### config.mk
export PLATFORM = sky130hd
export DESIGN_NAME = cyt_rdma_deadlock_report_ctrl
export DESIGN_NICKNAME = d
export VERILOG_FILES = /design/src/rtl/cyt_rdma_deadlock_report_ctrl.sv
export SDC_FILE = /design/constraint.sdc
export NUM_CORES = 1
export LEC_CHECK = 0
export CORE_MARGIN = 1
export CORE_UTILIZATION = 60
export DETAILED_ROUTE_END_ITERATION = 8
export GPL_ROUTABILITY_DRIVEN = 0
export HOLD_SLACK_MARGIN = 0.02
export PLACE_DENSITY = 0.9
export SETUP_SLACK_MARGIN = 0.02
export SLEW_MARGIN = 20
export SYNTH_ARGS = -nofsm -noshare
export SYNTH_HDL_FRONTEND = slang
export SYNTH_SLANG_ARGS = --single-unit
### constraint.sdc
create_clock -name clock -period 3.3 [get_ports clock]
set_input_delay 0.495 -clock clock [delete_from_list [all_inputs] [get_ports clock]]
set_output_delay 0.495 -clock clock [all_outputs]
set_load 0.02 [all_outputs]
### src/rtl/cyt_rdma_deadlock_report_ctrl.sv
// Deadlock report controller: confirms persistent monitor block flags and
// serialises confirmed deadlocks round-robin onto one valid/ready report channel.
module cyt_rdma_deadlock_report_ctrl #(
  parameter int NUM_MON = 4,
  parameter int CNT_W   = 16,
  parameter int IDX_W   = 2
) (
  input  logic               clock,
  input  logic               reset_n,
  input  logic [NUM_MON-1:0] mon_block,
  input  logic               cfg_enable,
  input  logic [CNT_W-1:0]   cfg_thresh,
  input  logic               cfg_clear,
  output logic               rpt_valid,
  input  logic               rpt_ready,
  output logic [IDX_W-1:0]   rpt_idx,
  output logic [CNT_W-1:0]   rpt_cycles,
  output logic [NUM_MON-1:0] sticky_mask,
  output logic               any_deadlock,
  output logic [1:0]         dbg_state
);

  // Report channel handshake: rpt_valid rises with rpt_idx/rpt_cycles already
  // stable, all three hold until the edge where rpt_valid & rpt_ready, and
  // rpt_valid never drops without that handshake.

  typedef enum logic [1:0] {
    ST_IDLE   = 2'd0,
    ST_ARB    = 2'd1,
    ST_REPORT = 2'd2
  } state_t;

  localparam logic [IDX_W:0]   NUM_MON_W = (IDX_W+1)'(NUM_MON);
  localparam logic [IDX_W-1:0] LAST_IDX  = IDX_W'(NUM_MON - 1);

  state_t             state;
  logic [CNT_W-1:0]   cnt [NUM_MON];
  logic [NUM_MON-1:0] pending;
  logic [NUM_MON-1:0] fired;
  logic [NUM_MON-1:0] confirm;
  logic [NUM_MON-1:0] hs_clr;
  logic [IDX_W-1:0]   ptr;
  logic [IDX_W-1:0]   win;
  logic               win_found;
  logic [IDX_W:0]     cand;
  logic [CNT_W-1:0]   eff_thresh;
  logic               handshake;

  assign eff_thresh = (cfg_thresh == '0) ? CNT_W'(1) : cfg_thresh;
  assign handshake  = rpt_valid & rpt_ready;
  assign hs_clr     = handshake ? (NUM_MON'(1) << rpt_idx) : '0;
  assign dbg_state  = state;

  // fired marks an episode that has already confirmed; it re-arms at count 0.
  always_comb begin
    confirm = '0;
    for (int i = 0; i < NUM_MON; i++) begin
      confirm[i] = cfg_enable && !fired[i] && (cnt[i] >= eff_thresh);
    end
  end

  always_comb begin
    win       = '0;
    win_found = 1'b0;
    cand      = '0;
    for (int k = 0; k < NUM_MON; k++) begin
      cand = {1'b0, ptr} + (IDX_W+1)'(k);
      if (cand >= NUM_MON_W) cand = cand - NUM_MON_W;
      if (!win_found && pending[cand[IDX_W-1:0]]) begin
        win_found = 1'b1;
        win       = cand[IDX_W-1:0];
      end
    end
  end

  always_ff @(posedge clock or negedge reset_n) begin
    if (!reset_n) begin
      for (int i = 0; i < NUM_MON; i++) cnt[i] <= '0;
      fired        <= '0;
      pending      <= '0;
      sticky_mask  <= '0;
      any_deadlock <= 1'b0;
    end else begin
      for (int i = 0; i < NUM_MON; i++) begin
        if (cfg_clear || !cfg_enable || !mon_block[i]) begin
          cnt[i] <= '0;
        end else if (cnt[i] != '1) begin
          cnt[i] <= cnt[i] + 1'b1;
        end
        if (cnt[i] == '0) begin
          fired[i] <= 1'b0;
        end else if (confirm[i] && !cfg_clear) begin
          fired[i] <= 1'b1;
        end
      end
      // A fresh confirm on the handshake edge survives the winner's clear.
      pending      <= cfg_clear ? '0 : ((pending & ~hs_clr) | confirm);
      sticky_mask  <= cfg_clear ? '0 : (sticky_mask | confirm);
      any_deadlock <= |sticky_mask;
    end
  end

  // The snapshot is taken on the edge into ARB; ARB then raises rpt_valid.
  always_ff @(posedge clock or negedge reset_n) begin
    if (!reset_n) begin
      state      <= ST_IDLE;
      ptr        <= '0;
      rpt_valid  <= 1'b0;
      rpt_idx    <= '0;
      rpt_cycles <= '0;
    end else begin
      case (state)
        ST_IDLE: begin
          if (win_found) begin
            rpt_idx    <= win;
            rpt_cycles <= cnt[win];
            state      <= ST_ARB;
          end
        end
        ST_ARB: begin
          rpt_valid <= 1'b1;
          state     <= ST_REPORT;
        end
        ST_REPORT: begin
          if (rpt_ready) begin
            rpt_valid <= 1'b0;
            ptr       <= (rpt_idx == LAST_IDX) ? '0 : rpt_idx + 1'b1;
            state     <= ST_IDLE;
          end
        end
        default: begin
          rpt_valid <= 1'b0;
          state     <= ST_IDLE;
        end
      endcase
    end
  end

endmodule

==> results.sh <==
export IMPL_ys_types=67
export IMPL_num_antenna_cells=0
export IMPL_status="finished, violations left"
export IMPL_die_h_um=112
export IMPL_p_switching_w=0.000639
export IMPL_cts_setup_buffers=0
export IMPL_ant_nets=0
export IMPL_p_comb_frac=0.071
export IMPL_instances_no_fill=958
export IMPL_max_slew_margin=0.362
export IMPL_ctsResizeCount=0
export IMPL_wl_per_cell_um=21.7
export IMPL_num_vias=6812
export IMPL_cts_root_buf="clkbuf_16"
export IMPL_avgViaCountPerCell=7.11
export IMPL_initial_core_util=0.624
export IMPL_ir_drop_uv=226
export IMPL_arrival_ns=2.87
export IMPL_grt_pass1_vias=6513
export IMPL_rsz0062_at_grt="false"
export IMPL_htree_levels=3
export IMPL_clock_path_buffers=2
export IMPL_die_x_um=112
export IMPL_grt_pass1_wl_um=33200
export IMPL_dp_hpwl_um=15300
export IMPL_design_portCount=51
export IMPL_path_cells="clkdlybuf4s50_1, nor4_1, a41o_1, ha_1, nor2_1, a21oi_1, o21ai_0, a311oi_1, a31o_2"
export IMPL_routed_wl_um=20800
export IMPL_io_buffer_count=50
export IMPL_clock_power_share=0.425
export IMPL_clk_latency_ns=0.37
export IMPL_yosys_area_top_type="dfrtp_1"
export IMPL_dp_cells=942
export IMPL_finalHoldViolCount=0
export IMPL_netlist_area_um2=7220
export IMPL_tns_ns=0
export IMPL_cts_tree="yes"
export IMPL_violations="design-rule violations"
export IMPL_slowest_stage="clkdlybuf4s50_1"
export IMPL_hold_path_class="input port to async pin"
export IMPL_ys_warn_count=0
export IMPL_layout_drive_gt1_share=0.0663
export IMPL_fillers=890
export IMPL_antenna_found_initial=0
export IMPL_report_final_slew_viol_count=0
export IMPL_synth_async_sr_flop_share=1.00
export IMPL_die_area_um2=12500
export IMPL_required_ns=3.55
export IMPL_drc_errors=5
export IMPL_crit_fanout=4
export IMPL_placed_area_um2=7760
export IMPL_p_sw_frac=0.260
export IMPL_p_leak_nw=3.31
export IMPL_numCtsBuffers=9
export IMPL_fin_nets=911
export IMPL_first_pass_iters=7
export IMPL_synthFlopType="dfrtp_1"
export IMPL_finClkSkew_ns=0.0118
export IMPL_powerDensity_nw_per_um2=305
export IMPL_grt_use_total=0.342
export IMPL_internal_power_w=0.00182
export IMPL_synth_area_leaders="dfrtp_1 35%, ha_1 13%, nor2_1 3.5%"
export IMPL_cts_sinks=100
export IMPL_fmax_ghz=0.382
export IMPL_coreArea_um2=11600
export IMPL_syn_inst=773
export IMPL_ys_seq_area_frac=0.347
export IMPL_drt_iter0_drc=809
export IMPL_endpoint_kind="flop"
export IMPL_pwr_share_seq=0.503
export IMPL_power_total_w=0.00246
export IMPL_grt_ovfl_total=0
export IMPL_rr_startpoint="pending[0]$_DFF_PN0_"
export IMPL_ys_ff_latch=100
export IMPL_startpoint_type="input port"
export IMPL_path_clk_slew_ns=0.07
export IMPL_design_area_um2=8050
export IMPL_hold_buffers=0
export IMPL_rows=39
export IMPL_startpoint="cfg_thresh[4]"
export IMPL_worstMarginPinSlew_ns=0.957
export IMPL_period_needed_ns=2.62
export IMPL_cap_violations=0
export IMPL_synth_top_area_frac=0.347
export IMPL_syn_nets=874
export IMPL_finalCritPeriodShare=0.793
export IMPL_synth_edf_count=0
export IMPL_syn_to_final_growth_pct=11.6
export IMPL_postSynthAreaPerCell_um2=9.33
export IMPL_setup_violations=0
export IMPL_grt_max_degree=82
export IMPL_critical_path_max_stage_delay_ns=0.43
export IMPL_crit_type="input port to flop"
==> path summary, 6_finish.rpt <==
check | cells past startpoint | slack, ns | to
worst min register to register | 1 | 0.47 | sticky_mask[2]$_DFF_PN0_
worst min-delay path | 1 | 0.18 | any_deadlock$_DFF_PN0_
max in group asynchronous | 2 | 2.35 | cnt[33]$_DFFE_PN0P_
worst max-delay path | 9 | 0.68 | pending[3]$_DFF_PN0_
worst max register to register | 5 | 0.72 | rpt_cycles[5]$_DFFE_PN0P_
min in group clock | 1 | 0.47 | sticky_mask[2]$_DFF_PN0_
==> per-stage QoR <==
stage          utilization  setup slack, ns  hold slack [ns]
6_report             0.696            0.684            0.177
5_1_grt              0.696            0.620            0.243
4_1_cts              0.696            0.762            0.365
3_5_place_dp         0.671            0.406            0.455
3_3_place_gp         0.671            0.577            0.445
2_1_floorplan            -             1.26            0.199
==> critical path: cells and delay by family <==
kind | cells | cell delay [ns]
compound gates | 5 | 1.21
simple gates | 2 | 0.45
buf+inv | 1 | 0.43
fa+ha+maj | 1 | 0.28
==> layer usage <==
layer | share of wire | wire [um] | global-route usage
met4 | 0.052 | 1070 | 0.214
met2 | 0.45 | 9410 | 0.537
met1 | 0.39 | 8080 | 0.431
met3 | 0.11 | 2200 | 0.0740
met5 | 0 | 0 | 0
==> Yosys cell counts (8+ instances only) <==
cell type,instances
nand3_1,33
o21ai_0,32
and4_1,20
inv_1,34
ha_1,76
mux2i_1,20
xor2_1,16
nand2_1,65
o221ai_2,10
dfrtp_1,100
a211oi_1,8
nand4_1,19
nor2_1,68
nor3_1,24
a31oi_1,14
xnor2_1,27
nor4_1,21
a21oi_1,31
clkbuf_1,12
buf_2,9
o31a_1,12
==> area by class of cell <==
cell class	instances	area [um2]	area share
Sequential cell	100	2500	0.311
Multi-Input combinational cell	610	4420	0.549
Clock inverter	7	60.1	0.00746
Timing Repair Buffer	55	539	0.0670
Clock buffer	9	225	0.0280
Inverter	34	128	0.0159
Tap cell	143	179	0.0222
==> flip-flops by register name, indices dropped and copies added (netlist names) <==
register / count
dbg_state: 2
ptr: 2
any_deadlock: 1
sticky_mask: 4
rpt_idx: 2
pending: 4
rpt_cycles: 16
fired: 4
cnt: 64
rpt_valid: 1
==> placed cells by master, fill, tap and decap left out, types with 4 or more instances in the layout <==
cell / synthesis / final
dfrtp_1: 100 / 100
ha_1: 76 / 76
nor2_1: 68 / 68
nand2_1: 65 / 65
clkdlybuf4s50_1: 0 / 49
inv_1: 34 / 34
nand3_1: 33 / 33
o21ai_0: 32 / 32
a21oi_1: 31 / 31
xnor2_1: 27 / 27
nor3_1: 24 / 24
nor4_1: 21 / 21
and4_1: 20 / 20
mux2i_1: 20 / 20
nand4_1: 19 / 19
xor2_1: 16 / 16
a31oi_1: 14 / 14
o31a_1: 12 / 12
o221ai_2: 10 / 10
clkbuf_16: 0 / 9
a211oi_1: 8 / 8
a2111oi_0: 7 / 7
a311oi_1: 7 / 7
o21ai_1: 7 / 7
and3_1: 6 / 6
o221ai_1: 6 / 6
a21o_1: 5 / 5
o211ai_1: 5 / 5
and2_1: 5 / 5
buf_4: 1 / 5
nand2b_1: 4 / 4
o2111ai_1: 4 / 4
nor4b_1: 4 / 4
nor3_2: 4 / 4
==> logic make-up after synthesis <==
| family | share of synthesized area |
|---|---|
| flops | 0.347 |
| buf+inv | 0.0411 |
| compound gates | 0.178 |
| fa+ha+maj | 0.132 |
| mux | 0.0324 |
| simple gates | 0.218 |
| xor+xnor | 0.0522 |
==> power groups by stage <==
stage,sequential (W),clock (W),combinational (W)
after floorplan,0.00126,0,0.0000734
after global placement,0.00126,0,0.000161
after detailed placement,0.00126,0,0.000172
after CTS,0.00124,0.00105,0.000172
after global routing,0.00124,0.00110,0.000192
final,0.00124,0.00104,0.000176
Power figures use the tool's default switching activity.
